[config.mk]
export PLATFORM = sky130hd
export DESIGN_NAME = pipelined_adder_tree
export DESIGN_NICKNAME = d
export VERILOG_FILES = /design/src/rtl/pipelined_adder_tree.sv
export SDC_FILE = /design/constraint.sdc
export NUM_CORES = 1
export LEC_CHECK = 0
export ABC_AREA = 1
export BUFFER_PORTS_ARGS = -buffer_cell sky130_fd_sc_hd__clkbuf_2
export CAP_MARGIN = 30
export CORE_MARGIN = 2
export CORE_UTILIZATION = 58
export DETAILED_ROUTE_END_ITERATION = 8
export PLACE_DENSITY = 0.81
export SKIP_LAST_GASP = 1
export SLEW_MARGIN = 20
export SYNTH_ARGS = -nofsm -noshare
export SYNTH_HDL_FRONTEND = slang
export SYNTH_SLANG_ARGS = --single-unit
export TNS_END_PERCENT = 50
[constraint.sdc]
create_clock -name clk_in -period 2.58 [get_ports clk_in]
set_input_delay 0.258 -clock clk_in [delete_from_list [all_inputs] [get_ports clk_in]]
set_output_delay 0.258 -clock clk_in [all_outputs]
set_load 0.03 [all_outputs]
[src/rtl/pipelined_adder_tree.sv]
// ---------------------------------------------------------------------------
// pipelined_adder_tree
//
// Sums ELEMENTS signed operands with a binary tree. Each tree level has one
// register stage. The final stage optionally clamps the full-precision sum to
// OUT_WIDTH bits. Every stage carries a valid bit. The whole pipe advances
// together whenever the output is free or is being consumed.
//
// Ports:
//   clk_in     clock
//   rst_in     asynchronous active-high reset; clears every stage
//   in_data    ELEMENTS packed signed operands, element i at [i*IN_WIDTH +: IN_WIDTH]
//   in_valid   in_data holds a vector
//   in_ready   a vector is accepted this cycle (same as the pipe advance enable)
//   out_data   signed sum, saturated when OUT_WIDTH < IN_WIDTH+LEVELS
//   out_sat    out_data was clamped
//   out_valid  out_data/out_sat hold a result
//   out_ready  downstream accepts the result
// ---------------------------------------------------------------------------
module pipelined_adder_tree #(
    parameter int ELEMENTS  = 8,
    parameter int IN_WIDTH  = 8,
    parameter int OUT_WIDTH = IN_WIDTH + ((ELEMENTS > 1) ? $clog2(ELEMENTS) : 0)
) (
    input  logic                         clk_in,
    input  logic                         rst_in,
    input  logic [ELEMENTS*IN_WIDTH-1:0] in_data,
    input  logic                         in_valid,
    output logic                         in_ready,
    output logic [OUT_WIDTH-1:0]         out_data,
    output logic                         out_sat,
    output logic                         out_valid,
    input  logic                         out_ready
);

    localparam int LEVELS = (ELEMENTS > 1) ? $clog2(ELEMENTS) : 0;
    localparam int FULL_W = IN_WIDTH + LEVELS;
    // A single operand still gets one output register stage.
    localparam int STAGES = (LEVELS > 0) ? LEVELS : 1;

    logic                       en;
    logic [STAGES-1:0]          valid_reg;
    logic signed [FULL_W-1:0]   total;
    logic [OUT_WIDTH-1:0]       sat_data;
    logic                       sat_flag;
    logic [OUT_WIDTH-1:0]       out_data_reg;
    logic                       out_sat_reg;

    // The pipe only stalls when a result sits at the output and is refused.
    assign en        = out_ready | ~out_valid;
    assign in_ready  = en;
    assign out_valid = valid_reg[STAGES-1];
    assign out_data  = out_data_reg;
    assign out_sat   = out_sat_reg;

    // Valid bits shift with the data; an idle input inserts a bubble.
    always_ff @(posedge clk_in or posedge rst_in) begin
        if (rst_in) begin
            valid_reg <= '0;
        end else if (en) begin
            valid_reg[0] <= in_valid;
            for (int i = 1; i < STAGES; i++) begin
                valid_reg[i] <= valid_reg[i-1];
            end
        end
    end

    // Level 0 is the sign-extended inputs. Level gi holds ceil(ELEMENTS/2^gi)
    // nodes. Levels below LEVELS are registered. The last level stays
    // combinational and feeds the saturating output register, so that
    // register is the last tree stage.
    genvar gi, gj;
    generate
        for (gi = 0; gi <= LEVELS; gi++) begin : lvl
            localparam int CNT = (ELEMENTS + (1 << gi) - 1) >> gi;
            logic signed [FULL_W-1:0] val [0:CNT-1];

            if (gi == 0) begin : g_inputs
                for (gj = 0; gj < CNT; gj++) begin : g_ext
                    assign val[gj] = FULL_W'(signed'(in_data[gj*IN_WIDTH +: IN_WIDTH]));
                end
            end else begin : g_add
                localparam int PCNT = (ELEMENTS + (1 << (gi - 1)) - 1) >> (gi - 1);
                logic signed [FULL_W-1:0] sum [0:CNT-1];

                for (gj = 0; gj < CNT; gj++) begin : g_pair
                    if (2*gj + 1 < PCNT) begin : g_two
                        assign sum[gj] = lvl[gi-1].val[2*gj] + lvl[gi-1].val[2*gj+1];
                    end else begin : g_pass
                        // Odd count: the last operand rides through unchanged.
                        assign sum[gj] = lvl[gi-1].val[2*gj];
                    end
                end

                if (gi < LEVELS) begin : g_reg
                    always_ff @(posedge clk_in or posedge rst_in) begin
                        if (rst_in) begin
                            for (int j = 0; j < CNT; j++) begin
                                val[j] <= '0;
                            end
                        end else if (en) begin
                            for (int j = 0; j < CNT; j++) begin
                                val[j] <= sum[j];
                            end
                        end
                    end
                end else begin : g_last
                    for (gj = 0; gj < CNT; gj++) begin : g_wire
                        assign val[gj] = sum[gj];
                    end
                end
            end
        end
    endgenerate

    assign total = lvl[LEVELS].val[0];

    generate
        if (OUT_WIDTH == FULL_W) begin : g_full
            assign sat_data = total;
            assign sat_flag = 1'b0;
        end else begin : g_clamp
            localparam logic signed [FULL_W-1:0] SAT_MAX =
                {{(FULL_W-OUT_WIDTH+1){1'b0}}, {(OUT_WIDTH-1){1'b1}}};
            localparam logic signed [FULL_W-1:0] SAT_MIN =
                {{(FULL_W-OUT_WIDTH+1){1'b1}}, {(OUT_WIDTH-1){1'b0}}};

            always_comb begin
                sat_data = total[OUT_WIDTH-1:0];
                sat_flag = 1'b0;
                if (total > SAT_MAX) begin
                    sat_data = SAT_MAX[OUT_WIDTH-1:0];
                    sat_flag = 1'b1;
                end else if (total < SAT_MIN) begin
                    sat_data = SAT_MIN[OUT_WIDTH-1:0];
                    sat_flag = 1'b1;
                end
            end
        end
    endgenerate

    // Holding on en=0 keeps out_data/out_sat stable during a stall.
    always_ff @(posedge clk_in or posedge rst_in) begin
        if (rst_in) begin
            out_data_reg <= '0;
            out_sat_reg  <= 1'b0;
        end else if (en) begin
            out_data_reg <= sat_data;
            out_sat_reg  <= sat_flag;
        end
    end

endmodule

# Word level (Yosys, flattened, before mapping)
# Cells that the tools add are included.
[word_totals]
register_bits = 80
input_bits = 68
out_inout_bits = 14
wordCells = 17
[op_classes]
addsub = 7
bitwise = 2
[ops]
columns = ["op", "n"]
rows = [
  ["$add A8 B8 Y9", 4],
  ["$add A11 B11 Y11", 3],
  ["$not A1 Y1", 1],
  ["$or A1 B1 Y1", 1],
]

# Depth between registers and ports, before layout
# Gate-level depths: netlist of run 1.
[logic_depth]
ltp_word = 2
mapped_depth = 11
ltp_nobuf = 11

# Worst setup path after synthesis of run 1
# OpenSTA, ideal clock, no wires.
[synth_timing]
kind = "register to register"
from = "register lvl[2].val[0] (netlist bit)"
to = "register out_data_reg[8] (netlist: out_data[8])"
setup_time_ns = 0.118
arrival_time_ns = 1.452
required_ns = 2.462
setup_slack_ns = 1.009
path_stages_with_launch = 12
n_path_buf = 0
cell_sequence = "dfrtp_1 > ha_1 > inv_1 > fa_1 > inv_1 > nand3_1 > nand3_1 > nand2_1 > nand2_1 > nand2_1 > nand3_1 > nand2_1"
[synth_between]
elab_chain_len = 1
[synth_lines]
columns = ["element", "line_no", "source"]
rows = [
  ["from (decl)", "76", "logic signed [FULL_W-1:0] val [0:CNT-1];"],
  ["from (signal, indexed assignment)", "103", "val[j] <= sum[j];"],
  ["$add A11 B11 Y11", "88", "assign sum[gj] = lvl[gi-1].val[2*gj] + lvl[gi-1].val[2*gj+1];"],
  ["to (signal assigned)", "148", "out_data_reg <= sat_data;"],
  ["to (decl)", "46", "logic [OUT_WIDTH-1:0] out_data_reg;"],
]
# No other way between the ends.
# A chain may end at the register's enable or synchronous reset.

# Worst setup path after layout of run 1
[layout_timing]
from = "register valid_reg[2]"
to = "output port in_ready"
[layout_between]
elab_chain_len = 2
[layout_lines]
columns = ["element", "line_no", "source"]
rows = [
  ["from (decl)", "42", "logic [STAGES-1:0] valid_reg;"],
  ["from (signal, indexed assignment)", "63", "valid_reg[i] <= valid_reg[i-1];"],
  ["$not A1 Y1", "50", "assign en = out_ready | ~out_valid;"],
  ["$or A1 B1 Y1", "50", ""],
  ["to (decl)", "29", "output logic in_ready,"],
]
# No other way between the ends.

==> impl_metrics.prom, run 1 <==
# TYPE chip_impl_metric gauge
chip_impl_metric{name="gp_congestion",unit=""} 0.860
chip_impl_metric{name="final_max_slew_viol_count",unit=""} 0
chip_impl_metric{name="finalSetupViolations",unit=""} 0
chip_impl_metric{name="clock_network_latency_to_the_later_pin_of_the_worst_skew_pair",unit="ns"} 0.34
chip_impl_metric{name="fillerInstances",unit=""} 834
chip_impl_metric{name="setup_skew",unit="ns"} 0.0110
chip_impl_info{name="min_path_type",value="primary input to register"} 1
chip_impl_metric{name="grt_overflow",unit=""} 0
chip_impl_metric{name="largest_net_degree_at_the_start_of_global_routing",unit=""} 79
chip_impl_info{name="crit_path_top_delay_cell",value="inv_2"} 1
chip_impl_metric{name="setup_slack",unit="ns"} 0.728
chip_impl_metric{name="via_per_inst",unit=""} 5.24
chip_impl_metric{name="syn_nets",unit=""} 902
chip_impl_metric{name="cp_num_buf_inv",unit=""} 3
chip_impl_metric{name="cts.sinks",unit=""} 72
chip_impl_metric{name="port_buffers",unit=""} 80
chip_impl_metric{name="dp.final_hpwl",unit="um"} 9150
chip_impl_metric{name="timing.max_cap.violations",unit=""} 0
chip_impl_metric{name="post-route-cell-area",unit="um2"} 6090
chip_impl_metric{name="netlist_instances",unit=""} 767
chip_impl_info{name="status",value="complete, no violations"} 1
chip_impl_metric{name="start_util",unit=""} 0.591
chip_impl_metric{name="fmax",unit="GHz"} 0.540
chip_impl_metric{name="area_after_detailed_placement",unit="um2"} 5890
chip_impl_metric{name="final-seq-area",unit="um2"} 1800
chip_impl_metric{name="grt_usage",unit=""} 0.247
chip_impl_metric{name="num_antenna_cells",unit=""} 0
chip_impl_metric{name="avg_inst_size_synth",unit="um2"} 7.02
chip_impl_metric{name="worst_setup_hold_path_clk_slew",unit="ns"} 0.08
chip_impl_info{name="critPathKind",value="register to output pin"} 1
chip_impl_metric{name="final_cell_count_no_fill",unit=""} 963
chip_impl_info{name="cp_cell_sequence",value="inv_1 -> nor2_4 -> inv_2 -> clkbuf_2"} 1
chip_impl_metric{name="number_of_global_route_vias_before_repair",unit=""} 4784
chip_impl_metric{name="number_of_distinct_library_cells_after_synthesis",unit=""} 28
chip_impl_metric{name="dr_total_vias",unit=""} 5047
chip_impl_metric{name="tns",unit="ns"} 0
chip_impl_metric{name="multi_input_area",unit="um2"} 3250
chip_impl_metric{name="die_h",unit="um"} 100
chip_impl_metric{name="numPlacedInstances",unit=""} 946
chip_impl_metric{name="post_route_cells_drive_above_1_share",unit=""} 0.130
chip_impl_metric{name="grt_antenna_before_repair",unit=""} 0
chip_impl_metric{name="firstDrtPassIters",unit=""} 5
chip_impl_metric{name="ys_warn_count",unit=""} 0
chip_impl_metric{name="r2r.worst_path.cells",unit=""} 9
chip_impl_metric{name="min_period",unit="ns"} 1.85
chip_impl_info{name="worstReg2RegStart",value="lvl[1].val[11]"} 1
chip_impl_info{name="r2r-end",value="lvl[2].val[10]"} 1
chip_impl_info{name="tritoncts",value="yes"} 1
chip_impl_metric{name="post_drt_wl_per_cell",unit="um"} 12.3
chip_impl_info{name="startpoint",value="valid_reg[2]"} 1
chip_impl_info{name="mostFrequentLayoutCell",value="nand2_1"} 1
chip_impl_metric{name="wirelength",unit="um"} 11800
chip_impl_metric{name="power.leakage",unit="nW"} 3.42
chip_impl_metric{name="pwr_density_cell",unit="nW/um2"} 1050
chip_impl_metric{name="post-route-drc-count",unit=""} 0
chip_impl_info{name="timing.critical_path.max_delay_family",value="buffers and inverters"} 1
chip_impl_metric{name="worst-endpoint-arrival",unit="ns"} 1.59
chip_impl_info{name="grt_setup_unrepaired",value="false"} 1
chip_impl_info{name="crit_end_category",value="output pin"} 1
chip_impl_metric{name="clock_tree.htree_level_count",unit=""} 3
chip_impl_metric{name="row_count",unit=""} 35
chip_impl_info{name="worst_setup_path_endpoint",value="in_ready"} 1
chip_impl_metric{name="worst_hold_slack",unit="ns"} 0.117
chip_impl_metric{name="final_min_period_over_clock_period",unit=""} 0.718
chip_impl_metric{name="ant_nets",unit=""} 0
chip_impl_metric{name="worst_pin_slew",unit="ns"} 0.760
chip_impl_metric{name="slew_headroom",unit=""} 0.493
chip_impl_metric{name="grt_pass1_wl",unit="um"} 20400
chip_impl_metric{name="cts_inserted_buffers",unit=""} 9
chip_impl_info{name="synthTopCellsByArea",value="dfrtp_1 33%, nand2_1 22%, ha_1 14%, nand3_1 7.5%, inv_1 4.7%"} 1
chip_impl_metric{name="ff2ff_setup_slack",unit="ns"} 0.76
chip_impl_info{name="synth_top_cell_by_area",value="dfrtp_1"} 1
chip_impl_metric{name="synth_area",unit="um2"} 5390
chip_impl_metric{name="max_stage_delay",unit="ns"} 0.42
chip_impl_metric{name="design.portCount",unit=""} 82
chip_impl_metric{name="place_worst_setup_slack",unit="ns"} 0.819
chip_impl_metric{name="design_power_total",unit="mW"} 6.39
chip_impl_info{name="commonest_cells_after_routing_fill_and_taps_aside",value="313 x nand2_1, 81 x nand3_1, 80 x clkbuf_2"} 1
chip_impl_metric{name="die_area",unit="um2"} 10100
chip_impl_metric{name="postSynthRegisterBits",unit=""} 72
chip_impl_metric{name="hold_violations",unit=""} 0
chip_impl_info{name="timing.critical_path.from_type",value="register"} 1
chip_impl_metric{name="die_width",unit="um"} 100
chip_impl_metric{name="required",unit="ns"} 2.32
chip_impl_metric{name="detailedRoute.firstIterationViolations",unit=""} 171
chip_impl_metric{name="critical_path_cell_count",unit=""} 4
chip_impl_metric{name="largest_register_ffs",unit=""} 58
chip_impl_metric{name="peakVddDrop",unit="mV"} 0.816
chip_impl_info{name="clk_root_buffer_cell",value="clkbuf_8"} 1
chip_impl_metric{name="fp.coreArea",unit="um2"} 9110
chip_impl_metric{name="synth-seq-area-share",unit=""} 0.335
chip_impl_metric{name="postCtsResizedCells",unit=""} 0
chip_impl_metric{name="yosysTopAreaCellShare",unit=""} 0.335
chip_impl_metric{name="final_core_utilization",unit=""} 0.669
chip_impl_metric{name="worst-path-max-fanout",unit=""} 32
chip_impl_metric{name="finish.net_count",unit=""} 982
chip_impl_metric{name="syn_to_final_growth",unit="%"} 13.1
chip_impl_metric{name="cts_buffer_depth",unit=""} 2
## kinds of logic (layout without fill, tap and decap cells)
kind of cell / after synthesis / count (layout) / synth area share
AND/OR/NAND/NOR: 470 / 470 / 0.359
buffers and inverters: 85 / 170 / 0.0625
flip-flops: 72 / 72 / 0.335
adder cells (fa/ha/maj): 67 / 67 / 0.165
AO/OA/AOI/OAI: 60 / 60 / 0.0581
XOR/XNOR: 12 / 12 / 0.0195
other: 1 / 1 / 0.000696
## synth_stat cells
cell type and instances:
nand3_1 81, buf_1 1, xnor2_1 8, xor2_1 4, o21ai_0 24, fa_1 7, clkbuf_1 3, inv_2 1
nor2_4 1, nand3b_1 6, and2_1 2, o21ai_1 6, dfrtp_1 72, inv_1 68, conb_1 1, or2_2 8
ha_1 60, buf_4 1, a21oi_1 24, a31oi_1 2, or2_0 1, buf_2 11, nor2_1 52, or2_1 1
nor3_1 3, nand4_1 2, o21bai_1 4, nand2_1 313
## routing by layer
layer	up-vias	GRT usage	wire [um]
li1	2621	-	-
met1	2301	0.329	5720
met2	107	0.419	5560
met3	18	0.0306	383
met4	0	0.0843	173
met5	-	0	0
## tightest hold or removal path, cell delays in order
cell and delay [ns]:
clkbuf_2 0.07, nand2_1 0.05, nand2_1 0.05
## worst min path at each step
stage                     cells after the start  startpoint  slack, ns           end
after floorplan                               2    in_valid       0.37  valid_reg[0]
after global placement                        2      rst_in       0.31   out_data[2]
after detailed placement                      2      rst_in       0.32   out_data[2]
after CTS                                     3    in_valid       0.10  valid_reg[0]
after global routing                          3    in_valid       0.13  valid_reg[0]
final                                         3    in_valid       0.12  valid_reg[0]
## area by class of cell
cell class	instances	share of cell area
multi-input combinational	610	0.533
sequential	72	0.296
timing repair buffer	85	0.0744
inverter	69	0.0425
clock buffer	11	0.0249
tap	111	0.0228
clock inverter	5	0.00657
## report_power, final
part | switching, mW | total, mW | internal [mW]
logic | 2.27 | 3.63 | 1.35
clock network | 0.438 | 0.845 | 0.406
registers | 0.311 | 1.91 | 1.60
## timing repair
item | 4_1_cts | 5_1_grt
endpoints found under the hold margin | 23 | 0
setup buffers | 0 | 0
hold buffers | 1 | 0
Power figures use the tool's default switching activity.
==> run 2, diff against run 1 <==
==> constraint.sdc (replaced) <==
create_clock -name clk_in -period 1.85 [get_ports clk_in]
set_input_delay 0.185 -clock clk_in [delete_from_list [all_inputs] [get_ports clk_in]]
set_output_delay 0.185 -clock clk_in [all_outputs]
set_load 0.03 [all_outputs]
==> run 2 against run 1 <==
  * Sequential cell count did not move
  * Worst hold slack got worse by 0.083 ns
  * Combinational power rose by 44%
  * Cell count increased by 0.31%
  * Worst setup slack got worse by 0.58 ns
  * Count of clock-buffer cells in the layout decreased by 1
  * Global-route usage down 0.37 points
  * Clock power increased by 62%
  * Non-clock buffer count rose by 3
  * Clock skew decreased by 0.0013 ns
  * Register-to-register slack got worse by 0.62 ns
  * Critical path type is now register to register
  * Largest cell class unchanged
  * Largest power group unchanged
==> impl_metrics.prom, run 2 (same netlist as run 1, synthesis figures left out) <==
# TYPE chip_impl_metric gauge
chip_impl_metric{name="die_width",unit="um"} 100
chip_impl_info{name="grt_setup_unrepaired",value="true"} 1
chip_impl_metric{name="required",unit="ns"} 2.08
chip_impl_info{name="min_path_type",value="primary input to register"} 1
chip_impl_info{name="status",value="complete, no violations"} 1
chip_impl_metric{name="final_min_period_over_clock_period",unit=""} 0.922
chip_impl_metric{name="pwr_density_cell",unit="nW/um2"} 1500
chip_impl_metric{name="worst_setup_hold_path_clk_slew",unit="ns"} 0.08
chip_impl_info{name="crit_path_frequent_cell",value="nand2_1"} 1
chip_impl_metric{name="largest_register_ffs",unit=""} 58
chip_impl_metric{name="cts.sinks",unit=""} 72
chip_impl_metric{name="post-route-drc-count",unit=""} 0
chip_impl_metric{name="max_stage_delay",unit="ns"} 0.38
chip_impl_metric{name="clock_tree.htree_level_count",unit=""} 3
chip_impl_metric{name="syn_to_final_growth",unit="%"} 14.9
chip_impl_metric{name="num_antenna_cells",unit=""} 0
chip_impl_metric{name="firstDrtPassIters",unit=""} 5
chip_impl_metric{name="worst-path-max-fanout",unit=""} 4
chip_impl_metric{name="start_util",unit=""} 0.591
chip_impl_metric{name="die_h",unit="um"} 100
chip_impl_metric{name="final_core_utilization",unit=""} 0.679
chip_impl_metric{name="finalSetupViolations",unit=""} 0
chip_impl_info{name="critPathKind",value="register to register"} 1
chip_impl_info{name="crit_end_category",value="register"} 1
chip_impl_info{name="cp_cell_sequence",value="ha_1 -> inv_1 -> fa_1 -> inv_1 -> nand3_1 -> nand2_2 -> nand2_1 -> nand3_1 -> nand2_1 -> nand2_1 -> nand2_1"} 1
chip_impl_metric{name="min_period",unit="ns"} 1.71
chip_impl_metric{name="design.portCount",unit=""} 82
chip_impl_metric{name="number_of_global_route_vias_before_repair",unit=""} 4629
chip_impl_metric{name="fmax",unit="GHz"} 0.586
chip_impl_metric{name="dp.final_hpwl",unit="um"} 9080
chip_impl_info{name="clk_root_buffer_cell",value="clkbuf_8"} 1
chip_impl_metric{name="port_buffers",unit=""} 80
chip_impl_metric{name="wirelength",unit="um"} 11900
chip_impl_metric{name="via_per_inst",unit=""} 5.25
chip_impl_metric{name="cts_inserted_buffers",unit=""} 9
chip_impl_metric{name="grt_overflow",unit=""} 0
chip_impl_metric{name="dr_total_vias",unit=""} 5071
chip_impl_metric{name="final_max_slew_viol_count",unit=""} 0
chip_impl_metric{name="worst_hold_slack",unit="ns"} 0.0334
chip_impl_info{name="commonest_cells_after_routing_fill_and_taps_aside",value="312 x nand2_1, 80 x nand3_1, 80 x clkbuf_2"} 1
chip_impl_metric{name="finish.net_count",unit=""} 985
chip_impl_metric{name="fp.coreArea",unit="um2"} 9110
chip_impl_metric{name="grt_usage",unit=""} 0.244
chip_impl_metric{name="post_route_cells_drive_above_1_share",unit=""} 0.139
chip_impl_info{name="crit_path_top_delay_cell",value="fa_1"} 1
chip_impl_metric{name="setup_skew",unit="ns"} 0.00968
chip_impl_metric{name="cts_buffer_depth",unit=""} 2
chip_impl_metric{name="timing.max_cap.violations",unit=""} 0
chip_impl_metric{name="ant_nets",unit=""} 0
chip_impl_metric{name="die_area",unit="um2"} 10100
chip_impl_metric{name="worst-endpoint-arrival",unit="ns"} 1.94
chip_impl_info{name="timing.critical_path.from_type",value="register"} 1
chip_impl_metric{name="largest_net_degree_at_the_start_of_global_routing",unit=""} 61
chip_impl_info{name="mostFrequentLayoutCell",value="nand2_1"} 1
chip_impl_metric{name="peakVddDrop",unit="mV"} 0.658
chip_impl_metric{name="detailedRoute.firstIterationViolations",unit=""} 180
chip_impl_info{name="tritoncts",value="yes"} 1
chip_impl_metric{name="clock_network_latency_to_the_later_pin_of_the_worst_skew_pair",unit="ns"} 0.34
chip_impl_metric{name="row_count",unit=""} 35
chip_impl_metric{name="power.leakage",unit="nW"} 3.46
chip_impl_metric{name="grt_pass1_wl",unit="um"} 20100
chip_impl_metric{name="gp_congestion",unit=""} 0.889
chip_impl_metric{name="post_drt_wl_per_cell",unit="um"} 12.3
chip_impl_metric{name="design_power_total",unit="mW"} 9.26
chip_impl_metric{name="grt_antenna_before_repair",unit=""} 0
chip_impl_metric{name="hold_violations",unit=""} 0
run 2: metrics by stage:
step	worst slack, ns	instance area, um2	setup TNS (ns)	cells
4_1_cts	0.0584	6160	0	965
6_report	0.144	6190	0	966
5_1_grt	-0.00883	6190	-0.00895	966
3_5_place_dp	0.108	5930	0	948
3_3_place_gp	0.178	5930	0	948
2_1_floorplan	0.279	5390	0	767
run 2: where the power goes:
part	switching [mW]	internal, mW
Sequential	0.432	2.24
Combinational	3.25	1.97
Clock	0.580	0.789
run 2: timing repair:
action	4_1_cts	5_1_grt
hold buffers	1	0
setup endpoints to repair	0	8
endpoints found under the hold margin	20	0
gates resized for setup	0	5
buffers inserted	0	1
run 2: area by class of cell:
type / instances / area (um2)
clock buffers: 10 / 138
repair buffers: 88 / 500
flip-flops and latches: 72 / 1800
clock inverters: 6 / 82.6
well taps: 111 / 139
fillers: 815 / 2920
inverters: 69 / 263
multi-input cells: 610 / 3260
run 2: final timing paths:
path                                start              to  slack (ns)  cells after the start
setup / recovery           lvl[1].val[33]  lvl[2].val[21]        0.14                     11
hold / removal                   in_valid    valid_reg[0]        0.03                      3
setup reg to reg           lvl[1].val[33]  lvl[2].val[21]        0.14                     11
hold reg to reg              valid_reg[1]    valid_reg[2]        0.46                      2
max in group asynchronous          rst_in  lvl[1].val[39]        0.83                      4
min in group asynchronous          rst_in  lvl[1].val[12]        0.41                      3
run 2: metal layers:
| metal | track usage | routed length [um] | up-vias | share of wire |
|---|---|---|---|---|
| met2 | 0.408 | 5610 | 102 | 0.47 |
| met3 | 0.0251 | 419 | 19 | 0.035 |
| li1 | - | - | 2629 | - |
| met5 | 0 | 0 | - | 0 |
| met4 | 0.0748 | 221 | 0 | 0.019 |
| met1 | 0.334 | 5630 | 2321 | 0.47 |
run 2: critical path: cells and delay by family, from the launching register on:
| kind | cells | cell delay, ns |
|---|---|---|
| adder cells (fa/ha/maj) | 2 | 0.56 |
| AND/OR/NAND/NOR | 7 | 0.53 |
| flip-flops | 1 | 0.36 |
| buffers and inverters | 2 | 0.15 |
